[src/rtl/spi_flash_responder.sv]
// SPI-flash slave (mode 0) oversampled in the sys_clk domain.
// Serves READ (0x03), READ ID (0x9F) and READ STATUS (0x05) from an external byte memory.
module spi_flash_responder #(
    parameter int unsigned ADDR_W   = 16,
    parameter logic [23:0] JEDEC_ID = 24'h20BA18,
    parameter logic [7:0]  STATUS   = 8'h00
) (
    input  logic              sys_clk,
    input  logic              sys_rst,
    input  logic              spi_clk,
    input  logic              spi_cs,
    input  logic              spi_mosi,
    output logic              spi_miso,
    output logic              spi_miso_oe,
    output logic              mem_rd_en,
    output logic [ADDR_W-1:0] mem_addr,
    input  logic [7:0]        mem_rdata,
    output logic              busy,
    output logic              cmd_err
);

    localparam int unsigned CNT_W = 5;
    localparam int unsigned SH_W  = 24;

    typedef enum logic [2:0] {IDLE, CMD, ADDR, DATA, IGNORE} state_t;
    typedef enum logic [1:0] {SRC_MEM, SRC_ID, SRC_STATUS} src_t;

    logic [2:0] clk_sync, cs_sync, mosi_sync;
    logic       rise, fall;

    state_t            state, state_n;
    src_t              src, src_n;
    logic [CNT_W-1:0]  bit_cnt, bit_cnt_n;
    logic [SH_W-1:0]   shift_in, shift_in_n, sh_next;
    logic [7:0]        out_sh, out_sh_n;
    logic [7:0]        prefetch, prefetch_n;
    logic [1:0]        id_idx, id_idx_n;
    logic              rd_pend, rd_pend_n;
    logic              miso_n, oe_n, rd_en_n, busy_n, cmd_err_n;
    logic [ADDR_W-1:0] mem_addr_n;
    logic [7:0]        id_byte;

    // Two sync flops plus an alignment stage; pulses and synced levels line up after it.
    always_ff @(posedge sys_clk or posedge sys_rst) begin
        if (sys_rst) begin
            clk_sync  <= 3'b000;
            cs_sync   <= 3'b111;
            mosi_sync <= 3'b000;
            rise      <= 1'b0;
            fall      <= 1'b0;
        end else begin
            clk_sync  <= {clk_sync[1:0], spi_clk};
            cs_sync   <= {cs_sync[1:0], spi_cs};
            mosi_sync <= {mosi_sync[1:0], spi_mosi};
            rise      <= clk_sync[1] & ~clk_sync[2];
            fall      <= ~clk_sync[1] & clk_sync[2];
        end
    end

    always_ff @(posedge sys_clk or posedge sys_rst) begin
        if (sys_rst) begin
            state       <= IDLE;
            src         <= SRC_MEM;
            bit_cnt     <= '0;
            shift_in    <= '0;
            out_sh      <= '0;
            prefetch    <= '0;
            id_idx      <= '0;
            rd_pend     <= 1'b0;
            spi_miso    <= 1'b0;
            spi_miso_oe <= 1'b0;
            mem_rd_en   <= 1'b0;
            mem_addr    <= '0;
            busy        <= 1'b0;
            cmd_err     <= 1'b0;
        end else begin
            state       <= state_n;
            src         <= src_n;
            bit_cnt     <= bit_cnt_n;
            shift_in    <= shift_in_n;
            out_sh      <= out_sh_n;
            prefetch    <= prefetch_n;
            id_idx      <= id_idx_n;
            rd_pend     <= rd_pend_n;
            spi_miso    <= miso_n;
            spi_miso_oe <= oe_n;
            mem_rd_en   <= rd_en_n;
            mem_addr    <= mem_addr_n;
            busy        <= busy_n;
            cmd_err     <= cmd_err_n;
        end
    end

    always_comb begin
        case (id_idx)
            2'd1:    id_byte = JEDEC_ID[15:8];
            2'd2:    id_byte = JEDEC_ID[7:0];
            default: id_byte = 8'h00;
        endcase
    end

    assign sh_next = {shift_in[SH_W-2:0], mosi_sync[2]};

    always_comb begin
        state_n    = state;
        src_n      = src;
        bit_cnt_n  = bit_cnt;
        shift_in_n = shift_in;
        out_sh_n   = out_sh;
        prefetch_n = prefetch;
        id_idx_n   = id_idx;
        rd_pend_n  = mem_rd_en;
        miso_n     = spi_miso;
        rd_en_n    = 1'b0;
        cmd_err_n  = 1'b0;
        mem_addr_n = mem_addr;

        // CS release beats any coincident clock pulse and drops in-flight reads.
        if (cs_sync[2]) begin
            state_n   = IDLE;
            bit_cnt_n = '0;
            rd_pend_n = 1'b0;
        end else begin
            case (state)
                IDLE: begin
                    bit_cnt_n  = '0;
                    shift_in_n = '0;
                    state_n    = CMD;
                end
                CMD: if (rise) begin
                    shift_in_n = sh_next;
                    bit_cnt_n  = bit_cnt + CNT_W'(1);
                    if (bit_cnt == CNT_W'(7)) begin
                        bit_cnt_n = '0;
                        case (sh_next[7:0])
                            8'h03: begin
                                state_n = ADDR;
                                src_n   = SRC_MEM;
                            end
                            8'h9F: begin
                                state_n    = DATA;
                                src_n      = SRC_ID;
                                prefetch_n = JEDEC_ID[23:16];
                                id_idx_n   = 2'd1;
                            end
                            8'h05: begin
                                state_n    = DATA;
                                src_n      = SRC_STATUS;
                                prefetch_n = STATUS;
                            end
                            default: begin
                                state_n   = IGNORE;
                                cmd_err_n = 1'b1;
                            end
                        endcase
                    end
                end
                ADDR: if (rise) begin
                    shift_in_n = sh_next;
                    bit_cnt_n  = bit_cnt + CNT_W'(1);
                    if (bit_cnt == CNT_W'(23)) begin
                        bit_cnt_n  = '0;
                        mem_addr_n = sh_next[ADDR_W-1:0];
                        rd_en_n    = 1'b1;
                        state_n    = DATA;
                    end
                end
                DATA: begin
                    // Memory data is valid the cycle after the strobe; capture it one cycle later.
                    if (rd_pend) prefetch_n = mem_rdata;
                    if (fall) begin
                        if (bit_cnt[2:0] == 3'd0) begin
                            miso_n   = prefetch[7];
                            out_sh_n = {prefetch[6:0], 1'b0};
                            case (src)
                                SRC_MEM: begin
                                    rd_en_n    = 1'b1;
                                    mem_addr_n = mem_addr + ADDR_W'(1);
                                end
                                SRC_ID: begin
                                    prefetch_n = id_byte;
                                    id_idx_n   = (id_idx == 2'd3) ? 2'd3 : id_idx + 2'd1;
                                end
                                default: ;
                            endcase
                        end else begin
                            miso_n   = out_sh[7];
                            out_sh_n = {out_sh[6:0], 1'b0};
                        end
                        bit_cnt_n = {2'b00, bit_cnt[2:0] + 3'd1};
                    end
                end
                IGNORE: ;
                default: state_n = IDLE;
            endcase
        end

        oe_n   = (state_n == DATA);
        busy_n = (state_n != IDLE);
        if (state_n != DATA) miso_n = 1'b0;
    end

endmodule

[config.mk]
export PLATFORM = sky130hd
export DESIGN_NAME = spi_flash_responder
export DESIGN_NICKNAME = d
export VERILOG_FILES = /design/src/rtl/spi_flash_responder.sv
export SDC_FILE = /design/constraint.sdc
export NUM_CORES = 1
export LEC_CHECK = 0
export BUFFER_PORTS_ARGS = -buffer_cell sky130_fd_sc_hd__buf_2
export CORE_ASPECT_RATIO = 0.9
export CORE_MARGIN = 8
export CORE_UTILIZATION = 64
export DETAILED_ROUTE_END_ITERATION = 10
export PLACE_DENSITY_LB_ADDON = 0.05
export SLEW_MARGIN = 20
export SYNTH_ARGS = -nofsm -noshare
export SYNTH_HDL_FRONTEND = slang
export SYNTH_SLANG_ARGS = --single-unit
[constraint.sdc]
create_clock -name sys_clk -period 4.5 [get_ports sys_clk]
set_clock_uncertainty 0.05 [all_clocks]
set_input_delay 0.45 -clock sys_clk [delete_from_list [all_inputs] [get_ports sys_clk]]
set_output_delay 0.45 -clock sys_clk [all_outputs]
set_load 0.02 [all_outputs]
==> results of run 1 <==
[critical path: stages, from the launching register on]
cell and delay (ps):
dfrtp_1 410, inv_1 60, ha_1 210, and4bb_2 250, nand3b_1 90, a21o_1 450, clkinv_1 590, mux2i_1 270
o21ai_0 120
[through the flow]
step	hold slack (ps)	cell area (um^2)
4_1_cts	134.6	4074
3_5_place_dp	288.6	3855
5_1_grt	127.3	4079
6_report	146.1	4079
3_3_place_gp	288.0	3855
2_1_floorplan	281.2	3681
[registers in the layout (all words and copies together), names as in the netlist, 2 cells and up]
signal,cells
src,2
id_idx,2
prefetch,8
clk_sync,3
mem_addr,16
out_sh,7
mosi_sync,3
bit_cnt,5
state,3
cs_sync,3
shift_in,15
[cells in the mapped netlist, types with 4 or more instances]
library cell | instances | area share (%)
nand2b_1 | 4 | 0.68
nor2b_1 | 5 | 0.85
nor3_1 | 5 | 0.68
inv_1 | 12 | 1.2
nand2_1 | 65 | 6.6
o21ai_0 | 29 | 3.9
mux2i_1 | 8 | 2.2
o22ai_1 | 4 | 0.68
a22o_1 | 4 | 0.95
a31oi_1 | 4 | 0.68
nor2_1 | 26 | 2.7
clkbuf_1 | 12 | 1.2
nand3_1 | 28 | 3.8
o221ai_1 | 4 | 0.95
a21oi_1 | 22 | 3.0
dfrtp_1 | 72 | 49
ha_1 | 5 | 1.7
buf_2 | 7 | 0.95
and3_1 | 4 | 0.68
a2bb2oi_1 | 11 | 2.6
nand4_1 | 6 | 1.0
[worst min-delay path by stage]
stage	start	endpoint	slack, ps	cells after the start
final	spi_cs	cs_sync[0]$_DFF_PP1_	150	1
after CTS	spi_cs	cs_sync[0]$_DFF_PP1_	130	1
after floorplan	clk_sync[0]$_DFF_PP0_	clk_sync[1]$_DFF_PP0_	280	0
after global routing	spi_cs	cs_sync[0]$_DFF_PP1_	130	1
after global placement	mosi_sync[1]$_DFF_PP0_	mosi_sync[2]$_DFF_PP0_	290	0
after detailed placement	clk_sync[0]$_DFF_PP0_	clk_sync[1]$_DFF_PP0_	290	0
[report_power, final]
part	internal, mW	total (mW)	switching [mW]
Sequential	0.688	0.704	0.0157
Clock	0.328	0.566	0.238
Combinational	0.0259	0.0746	0.0487
[per-layer routing]
metal / vias up / GRT usage [%] / routed length, um
met1: 1516 / 29.95 / 3966
li1: 1451 / - / -
met2: 117 / 32.25 / 3843
met3: 16 / 5.913 / 537
met4: 0 / 6.276 / 131
met5: - / 0 / 0
[cells by family (layout without fill, tap and decap cells)]
family,after synthesis,count (layout)
AND/OR/NAND/NOR,166,166
AO/OA/AOI/OAI,98,98
flip-flops,75,75
buffers and inverters,35,64
multiplexers,11,11
adder cells (fa/ha/maj),6,6
[final cells by class]
type	instances	area [um^2]	area share (%)
sequential	75	1881	46.10
multi-input combinational	281	1662	40.74
timing repair buffer	35	180.2	4.417
clock buffer	12	145.1	3.558
tap	70	87.58	2.147
clock inverter	4	73.82	1.810
inverter	13	50.05	1.227
==> impl_results.md, run 1 <==
* Total clock sinks at 75
* Critical path class: flop to flop
* Worst r2r dst: mem_addr[0]$_DFFE_PP0P_
* CTS Buf Count at 9
* Synth Area in Compound Gates at 17.61%
* Yosys cell types at 57
* Util after Layout at between 70% and 80%
* Critical path data arrival time at about 2800 ps
* Final number of setup-violating endpoints at 0
* Final wirelength at ~8.5 mm
* Worst Path Required at approximately 4700 ps
* Status: finished clean
* Largest net degree at the start of global routing at between 50 and 60
* Slew Limit Fails at 0
* Die height at about 88 um
* Worst slew pin tran at approximately 1000 ps
* Final nets at around 430
* Maxcap violations at 0
* CTS root buffer: clkbuf_8
* Area Growth Syn to Fin at 10.81%
* Fill cells at roughly 420
* Crit path launch type: flop
* Commonest cells after routing, fill and taps aside: 72 x dfrtp_1, 65 x nand2_1, 33 x buf_2
* Portion of netlist area occupied by mux cells at around 3.1%
* Hpwl dp at between 5 and 6 mm
* Endpoint class of the critical path: flop
* Mapped Area at roughly 0.0037 mm^2
* DR WL/cell at between 15 and 20 um
* Post-synthesis register bit count at 75
* Maximum clock frequency at 0.3773 GHz
* N_diodes at 0
* Gr usage total at 21.61%
* # port buffers at 33
* Htree depth at 3
* Main flop type after synthesis: dfrtp_1
* Warnings from Yosys at 0
* Reg2Reg Depth at 8
* Sequential-to-total area share from yosys stat at roughly half
* Clk pin slew, worst setup/hold paths at approximately 70 ps
* Initial antenna violation count at 0
* DRC at 0
* Simple-gate share of the synthesized area at 22.37%
* Tmin final at around 2700 ps
* Critical-path maximum fanout at 19
* Post-synth EDFFs at 0
* Share of layout cells above drive strength 1 at ~16%
* Starting DRT DRC Count at about 240
* Row count at 26
* Vias in the first global route at roughly 2,900
* Die width at 95.94 um
* Post-Synth XOR/XNOR Area at 0%
* I/O pin cnt at 34
* Drt first pass iters at 5
* Worst-case clock buffer depth at 2
* Syn Area/Cell at 9.414 um^2
* Via count of the routed design at 3,100
* Max VDD drop at about 0.26 mV
* Worst slack at placement at around 1900 ps
* Start of the worst register-to-register path: bit_cnt[0]$_DFFE_PP0P_
* Class of the worst hold path: input port to flop
* Overflow after GRT at 0
* Tcrit/Tclk final at approximately three fifths
* RSZ-0062 raised after global routing: false
* Routability Congestion at approximately 0.9
* Core footprint at 0.005628 mm^2
* CP startpoint: bit_cnt[0]$_DFFE_PP0P_
* Global-route wire length before repair at 14.23 mm
* Gate count of the mapped netlist at just under 400
* Power Total at between 1 and 1.5 mW
* Die area at about 0.0084 mm^2
* Post-Synth Adder-Cell Area at under 10%
* Starting density of the core at between 60 and 70%
* Clock Latency Late Sink at ~350 ps
* Drt via density at 6.327
* CTS tree: done
* Cell Pwr Density at ~330 mW/mm^2
* Non-filler instance count after layout at 490
* Fin worst setup slack at roughly 1800 ps
* Main combinational cell family by area after synthesis: simple AND/OR/NAND/NOR gates
* DP Cell Count at ~470
* Ys async rst share at between 90% and 100%
* Post-route ant nets at 0
* Synthesized Nets at just over 400
* Most common cell after layout, fill and taps aside: dfrtp_1
* Worst R2R Setup Slack at between 1500 and 2000 ps
* Fin Setup TNS at 0 ps
* Pleak at between 1.5 and 2 nW
* Post CTS Setup Buffer Count at 0
* CTS hold repair buffers at 0
* Crit path to: mem_addr[0]$_DFFE_PP0P_
* Final hold viol count at 0
* Post_cts resized at 0
* Slew margin rel. at approximately a third
(Power assumes the default switching activity.)
==> inputs of run 2 (changes only) <==
--- a/config.mk
+++ b/config.mk
@@ -5,10 +5,11 @@
 export SDC_FILE = /design/constraint.sdc
 export NUM_CORES = 1
 export LEC_CHECK = 0
+export ABC_AREA = 1
 export BUFFER_PORTS_ARGS = -buffer_cell sky130_fd_sc_hd__buf_2
 export CORE_ASPECT_RATIO = 0.9
 export CORE_MARGIN = 8
-export CORE_UTILIZATION = 64
+export CORE_UTILIZATION = 60
 export DETAILED_ROUTE_END_ITERATION = 10
 export PLACE_DENSITY_LB_ADDON = 0.05
 export SLEW_MARGIN = 20
==> constraint.sdc (replaced) <==
create_clock -name sys_clk -period 2.71 [get_ports sys_clk]
set_clock_uncertainty 0.05 [all_clocks]
set_input_delay 0.271 -clock sys_clk [delete_from_list [all_inputs] [get_ports sys_clk]]
set_output_delay 0.271 -clock sys_clk [all_outputs]
set_load 0.02 [all_outputs]
==> run 2 against run 1 <==
  * Utilization is 3.9 points lower
  * Critical path depth stayed put
  * Sequential share of layout area is 4.5 points lower
  * Synthesized cell count is 39% higher
  * Critical path type unchanged
  * Critical endpoint is now shift_in[10]$_DFFE_PP0P_
  * Largest cell class unchanged
==> impl_results.md, run 2 <==
* Status: finished clean
* Die height at 94.14 um
* Delay of the slowest critical-path stage at 420 ps
* Die width at approximately 100 um
* Main flop type after synthesis: dfrtp_1
* Gr usage total at 20.83%
* Power Total at 2.249 mW
* Tcrit/Tclk final at roughly 76%
* Clock Latency Late Sink at between 300 and 400 ps
* Critical Path Stages at 8
* Yosys top cell by area: dfrtp_1
* Post CTS Setup Buffer Count at 0
* Pleak at around 2.2 nW
* Hold depth at 5
* Row count at 28
* Final nets at ~600
* Endpoint class of the critical path: flop
* Crit path launch type: flop
* Non-filler instance count after layout at 673
* Initial antenna violation count at 0
* Syn Area/Cell at ~7.5 um^2
* Critical-path maximum fanout at 16
* Vias in the first global route at about 3,400
* Commonest cells after routing, fill and taps aside: 166 x nand2_1, 72 x dfrtp_1, 60 x inv_1
* Post-synth EDFFs at 0
* Drt first pass iters at 5
* Final Cell Area at approximately 0.0045 mm^2
* Share of layout cells above drive strength 1 at about 14%
* Fill cells at between 500 and 600
* Starting density of the core at approximately three fifths
* Final wirelength at about 9.3 mm
* CTS root buffer: clkbuf_8
* Most common cell after layout, fill and taps aside: nand2_1
* Maxcap violations at 0
* Post-route ant nets at 0
* Starting DRT DRC Count at 335
* Top Registers: mem_addr x16, shift_in x15, prefetch x8
* CP max stage cell: dfrtp_1
* Slew margin rel. at between 50% and 60%
* GR Util met3 at 7.037%
* Placement Cell Area at between 0.004 and 0.005 mm^2
* Critical path class: flop to flop
* Final number of setup-violating endpoints at 0
* Warnings from Yosys at 0
* Largest net degree at the start of global routing at between 40 and 50
* Gate count of the mapped netlist at around 540
* Class of the worst hold path: input port to flop
* Reg2Reg Depth at 8
* CTS Buf Count at 9
* Yosys cell types at 34
* # port buffers at 33
* Util after Layout at approximately two thirds
* Drt via density at 5.541
* I/O pin cnt at 34
* Via count of the routed design at ~3,700
* Synth top area cells: dfrtp_1 44%, nand2_1 15%, nand3_1 6.0%
* DR WL/cell at roughly 14 um
* GRT Max-Usage Layer: met2
* Top post-synthesis cells by count: 166 x nand2_1, 72 x dfrtp_1, 61 x inv_1
* Area Growth Syn to Fin at 11.04%
* Crit path cell chain: inv_1 > nor2_2 > nand2_1 > nand2_4 > inv_2 > o21ai_4 > and2_4 > o21ai_0
* RSZ-0062 raised after global routing: false
* Fin worst setup slack at 655.8 ps
* Worst R2R Setup Slack at 660 ps
* Final hold viol count at 0
* M1 GR Usage at a little over a quarter
* Tmin final at approximately 2100 ps
* Hpwl dp at between 6 and 7 mm
* Total clock sinks at between 70 and 80
* Mapped Area at between 0.004 and 0.005 mm^2
* Max VDD drop at 0.4594 mV
* Largest Register: mem_addr
* Htree depth at 3
* Core footprint at 0.006586 mm^2
* Clk pin slew, worst setup/hold paths at approximately 80 ps
* Cell Pwr Density at 497.7 mW/mm^2
* Met2 Usage GRT at 32.05%
* Routability Congestion at slightly below 0.9
* Number of flip-flops in the largest register at 16
* Crit path buffers/inverters at 2
* Worst Path Required at between 2000 and 3000 ps
* Ys async rst share at 100.0%
* CTS hold repair buffers at 4
* Maximum clock frequency at between 0.4 and 0.5 GHz
* Critical path data arrival time at 2240 ps
* Synthesized Nets at around 560
* Top Family by Delay on Critical Path: simple AND/OR/NAND/NOR gates
* Most frequent cell after synthesis: nand2_1
* Post-synthesis register bit count at between 70 and 80
* Post_cts resized at 0
* DP Cell Count at around 650
* Worst slack at placement at between 600 and 700 ps
* Worst slew pin tran at roughly 620 ps
* Global-route wire length before repair at around 16 mm
* DRC at 0
* N_diodes at 0
* WHS at 211.1 ps
* Slew Limit Fails at 0
* Sequential-to-total area share from yosys stat at between 40% and 50%
* Post-synth top area share at ~44%
* CTS tree: done
* Fin Setup TNS at 0 ps
* Die area at ~0.0097 mm^2
* Worst-case clock buffer depth at 2
* Overflow after GRT at 0
## run 2: cell types whose count changed after synthesis, moves of 13 or more
cell / previous run / this run
o21ai_0: 29 / 42
nand4_1: 6 / 22
inv_1: 12 / 61
a21oi_1: 22 / 2
nor2_1: 26 / 49
nand2_1: 65 / 166
nand3_1: 28 / 49
## run 2: worst paths after layout
path	startpoint	to
setup / recovery	state[1]$_DFF_PP0_	shift_in[10]$_DFFE_PP0P_
hold / removal	mem_rdata[6]	prefetch[6]$_DFFE_PP0P_
setup reg to reg	state[1]$_DFF_PP0_	shift_in[10]$_DFFE_PP0P_
hold reg to reg	mosi_sync[1]$_DFF_PP0_	mosi_sync[2]$_DFF_PP0_
max in group asynchronous	sys_rst	cs_sync[2]$_DFF_PP1_
min in group asynchronous	sys_rst	mem_addr[14]$_DFFE_PP0P_
## run 2: layout make-up
cell class                 instances  area, um^2  share of cell area (%)
clock buffer                      10       137.6                   3.045
clock inverter                     6       46.29                   1.024
inverter                          67       251.5                   5.565
multi-input combinational        384        1843                   40.78
sequential                        75        1881                   41.61
tap                               90       112.6                   2.492
timing repair buffer              41       247.7                   5.482
## run 2: where the power goes
part / total [mW] / switching [mW] / leakage (nW) / internal [mW]
registers: 1.22 / 0.0464 / 0.998 / 1.17
logic: 0.231 / 0.151 / 1.14 / 0.0797
clock network: 0.799 / 0.436 / 0.0893 / 0.363
total: 2.25 / 0.633 / 2.22 / 1.62
## run 2: layer usage
layer | up-vias | share of wire, % | routed length [um]
met5 | - | 0 | 0
li1 | 1831 | - | -
met4 | 0 | 1.6 | 149
met2 | 129 | 46 | 4300
met1 | 1754 | 45 | 4236
met3 | 15 | 7.0 | 655
## run 2: cell families after synthesis
| logic type | after synthesis | synth area share, % |
|---|---|---|
| AND/OR/NAND/NOR | 305 | 32.40 |
| AO/OA/AOI/OAI | 72 | 10.91 |
| adder cells (fa/ha/maj) | 5 | 1.537 |
| flip-flops | 75 | 46.20 |
| XOR/XNOR | 2 | 0.4305 |
| buffers and inverters | 84 | 8.515 |
## run 2: worst min-delay path, cell delays in order
cell     delay (ps)
buf_2           100
nand2_1          50
a32oi_1          50
nand3_1          70
nand2_1          50
